<file path="src/rtl/cpu_io_pkg.sv">
// Shared definitions for the memory-game CPU I/O port.
//   NumBtn   : number of push buttons
//   LfsrSeed : LFSR reset value
//   LfsrTaps : feedback tap mask (bits 7,5,4,3)
//   key_state_e : key handshake states
package cpu_io_pkg;

  localparam int unsigned NumBtn   = 4;
  localparam logic [7:0]  LfsrSeed = 8'h01;
  localparam logic [7:0]  LfsrTaps = 8'hB8;

  typedef enum logic [1:0] {
    StIdle,
    StFull,
    StAck
  } key_state_e;

  // Fibonacci shift-left step: feedback is the parity of the tapped bits.
  function automatic logic [7:0] lfsr_next(input logic [7:0] q);
    return {q[6:0], ^(q & LfsrTaps)};
  endfunction

endpackage

</file>
<file path="src/rtl/io_debounce.sv">
// One push-button channel: 2-flop synchronizer, debouncer and press-event pulse.
//   clk, reset : clock, asynchronous active-high reset
//   btn_i      : raw button, asynchronous to clk
//   press_o    : one-cycle pulse on a debounced 0->1 transition
module io_debounce #(
  parameter int unsigned DEBOUNCE_CYCLES = 16
) (
  input  logic clk,
  input  logic reset,
  input  logic btn_i,
  output logic press_o
);

  localparam int unsigned CntW = $clog2(DEBOUNCE_CYCLES + 1);

  logic            sync1_q, sync2_q;
  logic            stable_q, stable_d, stable_prev_q;
  logic            press_q;
  logic [CntW-1:0] cnt_q, cnt_d;

  // Counter only runs while the synchronized input disagrees with the
  // stable level; the level flips on the DEBOUNCE_CYCLES-th such cycle.
  always_comb begin
    stable_d = stable_q;
    cnt_d    = '0;
    if (sync2_q != stable_q) begin
      if (cnt_q == CntW'(DEBOUNCE_CYCLES - 1)) begin
        stable_d = ~stable_q;
      end else begin
        cnt_d = cnt_q + 1'b1;
      end
    end
  end

  always_ff @(posedge clk or posedge reset) begin
    if (reset) begin
      sync1_q       <= 1'b0;
      sync2_q       <= 1'b0;
      stable_q      <= 1'b0;
      stable_prev_q <= 1'b0;
      cnt_q         <= '0;
      press_q       <= 1'b0;
    end else begin
      sync1_q       <= btn_i;
      sync2_q       <= sync1_q;
      stable_q      <= stable_d;
      cnt_q         <= cnt_d;
      stable_prev_q <= stable_q;
      press_q       <= stable_q & ~stable_prev_q;
    end
  end

  assign press_o = press_q;

endmodule

</file>
<file path="src/rtl/cpu_io_port.sv">
// CPU-side peripheral for the memory game.
//   clk, reset : clock, asynchronous active-high reset
//   btn        : raw push buttons (4)
//   sal1       : LED pattern          -> leds (registered)
//   sal2[0]    : key acknowledge
//   sal3       : [7] timer arm (rising edge), [6:0] tick count
//   sal4       : reserved
//   ent1       : {6'b0, key index}
//   ent2       : [7] key valid
//   ent3       : [7] timer expired
//   ent4       : LFSR state
// Configuration: define CPU_IO_LFSR_EN to build the LFSR; otherwise ent4 = 8'h00.
module cpu_io_port
  import cpu_io_pkg::*;
#(
  parameter int unsigned DEBOUNCE_CYCLES = 16,
  parameter int unsigned TICK_DIV        = 1000
) (
  input  logic       clk,
  input  logic       reset,
  input  logic [3:0] btn,
  input  logic [7:0] sal1,
  input  logic [7:0] sal2,
  input  logic [7:0] sal3,
  input  logic [7:0] sal4,
  output logic [7:0] ent1,
  output logic [7:0] ent2,
  output logic [7:0] ent3,
  output logic [7:0] ent4,
  output logic [7:0] leds
);

  localparam int unsigned DivW = (TICK_DIV > 1) ? $clog2(TICK_DIV) : 1;

  logic unused_inputs;
  assign unused_inputs = ^{sal4, sal2[7:1]};

  // Buttons
  logic [NumBtn-1:0] press;

  for (genvar g = 0; g < NumBtn; g++) begin : g_btn
    io_debounce #(
      .DEBOUNCE_CYCLES(DEBOUNCE_CYCLES)
    ) u_debounce (
      .clk    (clk),
      .reset  (reset),
      .btn_i  (btn[g]),
      .press_o(press[g])
    );
  end

  // Key handshake
  key_state_e state_q, state_d;
  logic [1:0] code_q, code_d;
  logic [1:0] pick;

  always_comb begin
    pick = '0;
    for (int i = NumBtn - 1; i >= 0; i--) begin
      if (press[i]) pick = 2'(i);
    end
  end

  always_comb begin
    state_d = state_q;
    code_d  = code_q;
    unique case (state_q)
      StIdle: begin
        if (|press) begin
          state_d = StFull;
          code_d  = pick;
        end
      end
      StFull:  if (sal2[0])  state_d = StAck;
      StAck:   if (!sal2[0]) state_d = StIdle;
      default: state_d = StIdle;
    endcase
  end

  always_ff @(posedge clk or posedge reset) begin
    if (reset) begin
      state_q <= StIdle;
      code_q  <= '0;
    end else begin
      state_q <= state_d;
      code_q  <= code_d;
    end
  end

  // Countdown timer
  logic            arm_prev_q, arm_edge;
  logic            run_q, run_d;
  logic            exp_q, exp_d;
  logic [6:0]      cnt_q, cnt_d;
  logic [DivW-1:0] div_q, div_d;

  assign arm_edge = sal3[7] & ~arm_prev_q;

  // run_q marks an armed timer whose expiry has not yet been flagged; the
  // flag is raised one cycle after cnt reaches 0, which also covers a load of 0.
  always_comb begin
    run_d = run_q;
    exp_d = exp_q;
    cnt_d = cnt_q;
    div_d = div_q;
    if (arm_edge) begin
      cnt_d = sal3[6:0];
      div_d = '0;
      exp_d = 1'b0;
      run_d = 1'b1;
    end else if (run_q) begin
      if (cnt_q == 7'd0) begin
        exp_d = 1'b1;
        run_d = 1'b0;
      end else if (div_q == DivW'(TICK_DIV - 1)) begin
        div_d = '0;
        cnt_d = cnt_q - 7'd1;
      end else begin
        div_d = div_q + 1'b1;
      end
    end
  end

  always_ff @(posedge clk or posedge reset) begin
    if (reset) begin
      arm_prev_q <= 1'b0;
      run_q      <= 1'b0;
      exp_q      <= 1'b0;
      cnt_q      <= '0;
      div_q      <= '0;
    end else begin
      arm_prev_q <= sal3[7];
      run_q      <= run_d;
      exp_q      <= exp_d;
      cnt_q      <= cnt_d;
      div_q      <= div_d;
    end
  end

  // LEDs
  logic [7:0] leds_q;

  always_ff @(posedge clk or posedge reset) begin
    if (reset) leds_q <= '0;
    else       leds_q <= sal1;
  end

  // Pseudo-random byte
`ifdef CPU_IO_LFSR_EN
  logic [7:0] lfsr_q;

  always_ff @(posedge clk or posedge reset) begin
    if (reset) lfsr_q <= LfsrSeed;
    else       lfsr_q <= lfsr_next(lfsr_q);
  end

  assign ent4 = lfsr_q;
`else
  assign ent4 = 8'h00;
`endif

  assign ent1 = {6'b0, code_q};
  assign ent2 = {(state_q == StFull), 7'b0};
  assign ent3 = {exp_q, 7'b0};
  assign leds = leds_q;

endmodule

</file>
<file path="config.mk">
export PLATFORM = sky130hd
export DESIGN_NAME = cpu_io_port
export DESIGN_NICKNAME = d
export VERILOG_FILES = /design/src/rtl/cpu_io_pkg.sv /design/src/rtl/io_debounce.sv /design/src/rtl/cpu_io_port.sv
export SDC_FILE = /design/constraint.sdc
export NUM_CORES = 1
export LEC_CHECK = 0
export CAP_MARGIN = 20
export CORE_MARGIN = 2
export CORE_UTILIZATION = 53
export CTS_CLUSTER_SIZE = 16
export DETAILED_ROUTE_END_ITERATION = 10
export GPL_TIMING_DRIVEN = 1
export PLACE_DENSITY_LB_ADDON = 0.15
export REMOVE_ABC_BUFFERS = 1
export SLEW_MARGIN = 20
export SYNTH_ARGS = -nofsm -noshare
export SYNTH_HDL_FRONTEND = slang
export SYNTH_SLANG_ARGS = --single-unit
</file>
<file path="constraint.sdc">
create_clock -name clk -period 3.12 [get_ports clk]
set_input_delay 0.468 -clock clk [delete_from_list [all_inputs] [get_ports clk]]
set_output_delay 0.468 -clock clk [all_outputs]
set_load 0.01 [all_outputs]
</file>
==> impl_table.tex <==
\begin{tabular}{lr}
\hline
Metric & Value \\
\hline
\multicolumn{2}{l}{\textbf{Status}} \\
\quad Status & complete, no violations \\
\multicolumn{2}{l}{\textbf{Power and ir drop}} \\
\quad Worst vdd rail ir drop & 0.000288 V \\
\quad Leakage power of the design & 1.73 nW \\
\quad Power density over cell area & 524 mW/mm2 \\
\multicolumn{2}{l}{\textbf{Clock tree}} \\
\quad Number of H-tree levels & 3 \\
\quad CTS Buffer Depth & 2 \\
\quad Reg clk slew, reported paths & around 70 ps \\
\quad Clock root cell & sky130\_fd\_sc\_hd\_\_clkbuf\_8 \\
\quad Number of instances resized during post-cts repair & 0 \\
\quad Total clock sinks & 72 \\
\quad TritonCTS clock tree & built \\
\quad Worst skew pair latency & 340 ps \\
\quad TritonCTS Buffers & 9 \\
\quad Hold-fix buffers at CTS & 0 \\
\quad Number of buffers inserted by post-CTS setup repair & 0 \\
\multicolumn{2}{l}{\textbf{Timing}} \\
\quad Final setup skew & 9.06 ps \\
\quad Unrepaired setup endpoints after global routing & false \\
\quad Final setup viols & 0 \\
\quad Number of max-slew violations in the final report & 0 \\
\quad Final setup margin & 1070 ps \\
\quad Hold Vio Cnt, Final & 0 \\
\quad Time the final worst path needs with I/O delays and setup & a little over 2000 ps \\
\quad Worst relative slew slack & 50.1\% \\
\quad Total negative slack for setup checks & 0 ps \\
\quad Final hold slack & $\sim$350 ps \\
\quad Transition time at the pin with the least slew margin & 742 ps \\
\quad Crit share post-route & 65.6\% \\
\quad Max Fclk & 0.489 GHz \\
\multicolumn{2}{l}{\textbf{Min path}} \\
\quad Type of the tightest min-delay check & register to register \\
\multicolumn{2}{l}{\textbf{Synth}} \\
\quad Fraction of the yosys area taken by sequential cells & 58.1\% \\
\quad Count of mapped cells out of synthesis & 272 \\
\quad Share of synthesized flip-flops with an asynchronous set or reset & between 90\% and 100\% \\
\quad Post-synthesis register bit count & slightly above 70 \\
\quad Predominant post-synthesis flop cell & sky130\_fd\_sc\_hd\_\_dfrtp\_1 \\
\quad Combined area of all synthesized cells & 0.00310 mm2 \\
\quad Total number of yosys warnings & 0 \\
\quad Number of flops mapped to enable cells by yosys & 0 \\
\quad Mapped Avg Cell Area & 11.4 um2 \\
\quad Distinct cell type count of the synthesized netlist & 38 \\
\multicolumn{2}{l}{\textbf{Floorplanning}} \\
\quad Number of core rows & 27 \\
\quad Initial Util & 55.6\% \\
\quad Die X & between 80 and 90 um \\
\quad Number of ports placed on the die boundary & 78 \\
\quad DIE HEIGHT & about 80 um \\
\quad Placeable Area & roughly 0.0056 mm2 \\
\quad Die ar. & 0.00648 mm2 \\
\multicolumn{2}{l}{\textbf{Critical path}} \\
\quad Maximum fanout count along the critical path & 8 \\
\quad Type of the setup path with the least slack & register to output pin \\
\quad Setup crit start kind & register \\
\quad Critical path buffers and inverters & 1 \\
\quad Crit-path slowest cell & sky130\_fd\_sc\_hd\_\_clkdlybuf4s50\_1 \\
\quad Max stage delay on crit path & 550 ps \\
\quad Data arrival time of the critical path & 1580 ps \\
\quad Data required, critical path & 2650 ps \\
\quad Critical Path End Type & output pin \\
\quad Crit path max-delay family & buffers and inverters \\
\quad Cell-by-cell trace of the critical path & nor2b\_1 > clkdlybuf4s50\_1 \\
\quad Worst setup slack for register-to-register paths & 1110 ps \\
\multicolumn{2}{l}{\textbf{Layout}} \\
\quad Area used by sequential logic in the layout & 0.00180 mm2 \\
\quad Most frequent standard cell in the layout excluding fill and tap cells & sky130\_fd\_sc\_hd\_\_dfrtp\_1 \\
\quad Area used by multi-input combinational logic & 0.00112 mm2 \\
\quad Final standard cell area without fillers & approximately 0.0036 mm2 \\
\quad Count of fill cells added during filler insertion & around 460 \\
\quad Area growth syn-to-layout & 15.5\% \\
\quad Share of final-layout standard cells stronger than drive strength 1 & 9.38\% \\
\quad Number of nets in the layout & 360 \\
\quad Count of antenna diodes in the layout & 0 \\
\quad Most frequent cells in the layout & sky130\_fd\_sc\_hd\_\_dfrtp\_1 (72), sky130\_fd\_sc\_hd\_\_nor2\_1 (35), sky130\_fd\_sc\_hd\_\_clkdlybuf4s50\_1 (34) \\
\quad Finished Core Util & 64.2\% \\
\multicolumn{2}{l}{\textbf{Routing}} \\
\quad Post-route DRC & 0 \\
\quad Antenna Violating Nets Remaining & 0 \\
\quad Total wire length & between 4 and 5 mm \\
\quad DRC marker count from the first detailed-route iteration & 96 \\
\quad Drt wl/cell & about 12 um \\
\quad First-pass iteration count of the detailed router & 4 \\
\quad Vias per std cell & 4.80 \\
\quad Number of vias in the routed layout & 1,882 \\
\multicolumn{2}{l}{\textbf{Global routing}} \\
\quad Leftover overflow at the end of global routing & 0 \\
\quad Met3 Use GR & 6.07\% \\
\quad Overall global routing resource usage & between 10\% and 20\% \\
\quad Maximum number of pins on one net before global-route repair & 31 \\
\quad GR peak layer & met2 \\
\quad Antenna violations before repair & 0 \\
\quad Via count of the first global-routing pass & 1,817 \\
\quad Global routing met2 resource utilization & 24.6\% \\
\quad Routing usage on met1 & 21.3\% \\
\quad First-pass GRT wire length & 7.94 mm \\
\multicolumn{2}{l}{\textbf{Placement}} \\
\quad HPWL Detailed & 3.32 mm \\
\quad Port bufs & 34 \\
\quad Final weighted congestion in routability-driven placement & 0.747 \\
\quad Placed cell areas & 0.00342 mm2 \\
\quad Pre-CTS WS & approximately 840 ps \\
\multicolumn{2}{l}{\textbf{Run}} \\
\quad Number of max-capacitance violations reported & 0 \\
\hline
\end{tabular}
-- power by group --
group	internal, W	leakage [nW]	switching [W]
clock network	0.000281	0.0923	0.000336
logic	0.000101	0.712	0.000104
registers	0.000995	0.929	0.0000589
-- worst paths after layout --
path                                                       start                                     end  depth (start not counted)
max                                       state_q[0]$_DFFE_PP0P_                                 ent2[7]                          2
min                        g_btn[1].u_debounce.sync1_q$_DFF_PP0_   g_btn[1].u_debounce.sync2_q$_DFF_PP0_                          0
max reg2reg                                 cnt_q[3]$_DFFE_PP0P_                    div_q[7]$_DFFE_PP0P_                          5
min reg2reg                g_btn[1].u_debounce.sync1_q$_DFF_PP0_   g_btn[1].u_debounce.sync2_q$_DFF_PP0_                          0
max in group asynchronous                                  reset  g_btn[3].u_debounce.cnt_q[4]$_DFF_PP0_                          3
min in group asynchronous                                  reset                    div_q[4]$_DFFE_PP0P_                          2
-- cells in the mapped netlist, drive strengths merged (2+ instances only) --
library cell	number	area share [%]
dfrtp	72	58
nor2	35	4.2
buf	30	7.4
xor2	21	5.9
o21ai	11	1.8
inv	10	1.2
nand2	10	1.5
nand3	10	1.6
ha	7	2.8
nor2b	7	1.4
a21oi	6	0.97
and2	5	1.0
and3	5	1.0
mux2	5	1.8
nand4	5	1.0
nor3	4	0.65
a22o	3	0.85
nand2b	3	0.61
nor4	3	1.1
clkbuf	2	0.24
o21a	2	0.48
o32a	2	0.65
or3	2	0.40
xnor2	2	0.57
-- logic make-up after synthesis --
group,share of synthesized area [%]
XOR/XNOR,6.50
adder cells (fa/ha/maj),2.83
other,0.121
AO/OA/AOI/OAI,6.18
AND/OR/NAND/NOR,15.6
buffers and inverters,8.84
multiplexers,1.82
flip-flops,58.1
-- cell type report --
cell class | count | share of cell area (%)
Clock buffer | 9 | 3.46
Clock inverter | 7 | 1.08
Inverter | 10 | 1.05
Multi-Input combinational cell | 185 | 31.4
Sequential cell | 72 | 50.3
Tap cell | 72 | 2.52
Timing Repair Buffer | 37 | 10.1
-- flip-flops by register name, summed over array words and instances (netlist names) --
register                        flops
g_btn.u_debounce.press_o            4
cnt_q                               7
exp_q                               1
arm_prev_q                          1
div_q                              10
state_q                             2
g_btn.u_debounce.sync2_q            4
g_btn.u_debounce.cnt_q             20
g_btn.u_debounce.stable_prev_q      4
leds                                8
run_q                               1
g_btn.u_debounce.stable_q           4
code_q                              2
g_btn.u_debounce.sync1_q            4
-- metrics by stage --
step / std cells / total power [W]
detailed placement: 376 / 0.00128
global route: 392 / 0.00198
global placement: 376 / 0.00127
floorplan: 267 / 0.00119
CTS: 392 / 0.00190
finish: 392 / 0.00188
-- routing by layer --
layer,up-vias,part of all wire (%)
met5,-,0
met4,0,2.3
met3,11,5.8
met2,55,46
met1,880,46
li1,936,-
-- worst reg2reg max path: cells and delay by family, from the launching register on --
kind             cells  cell delay (ps)
flip-flops           1              440
AO/OA/AOI/OAI        3              580
AND/OR/NAND/NOR      2              920
No activity file was read; power rests on OpenSTA's default activity.
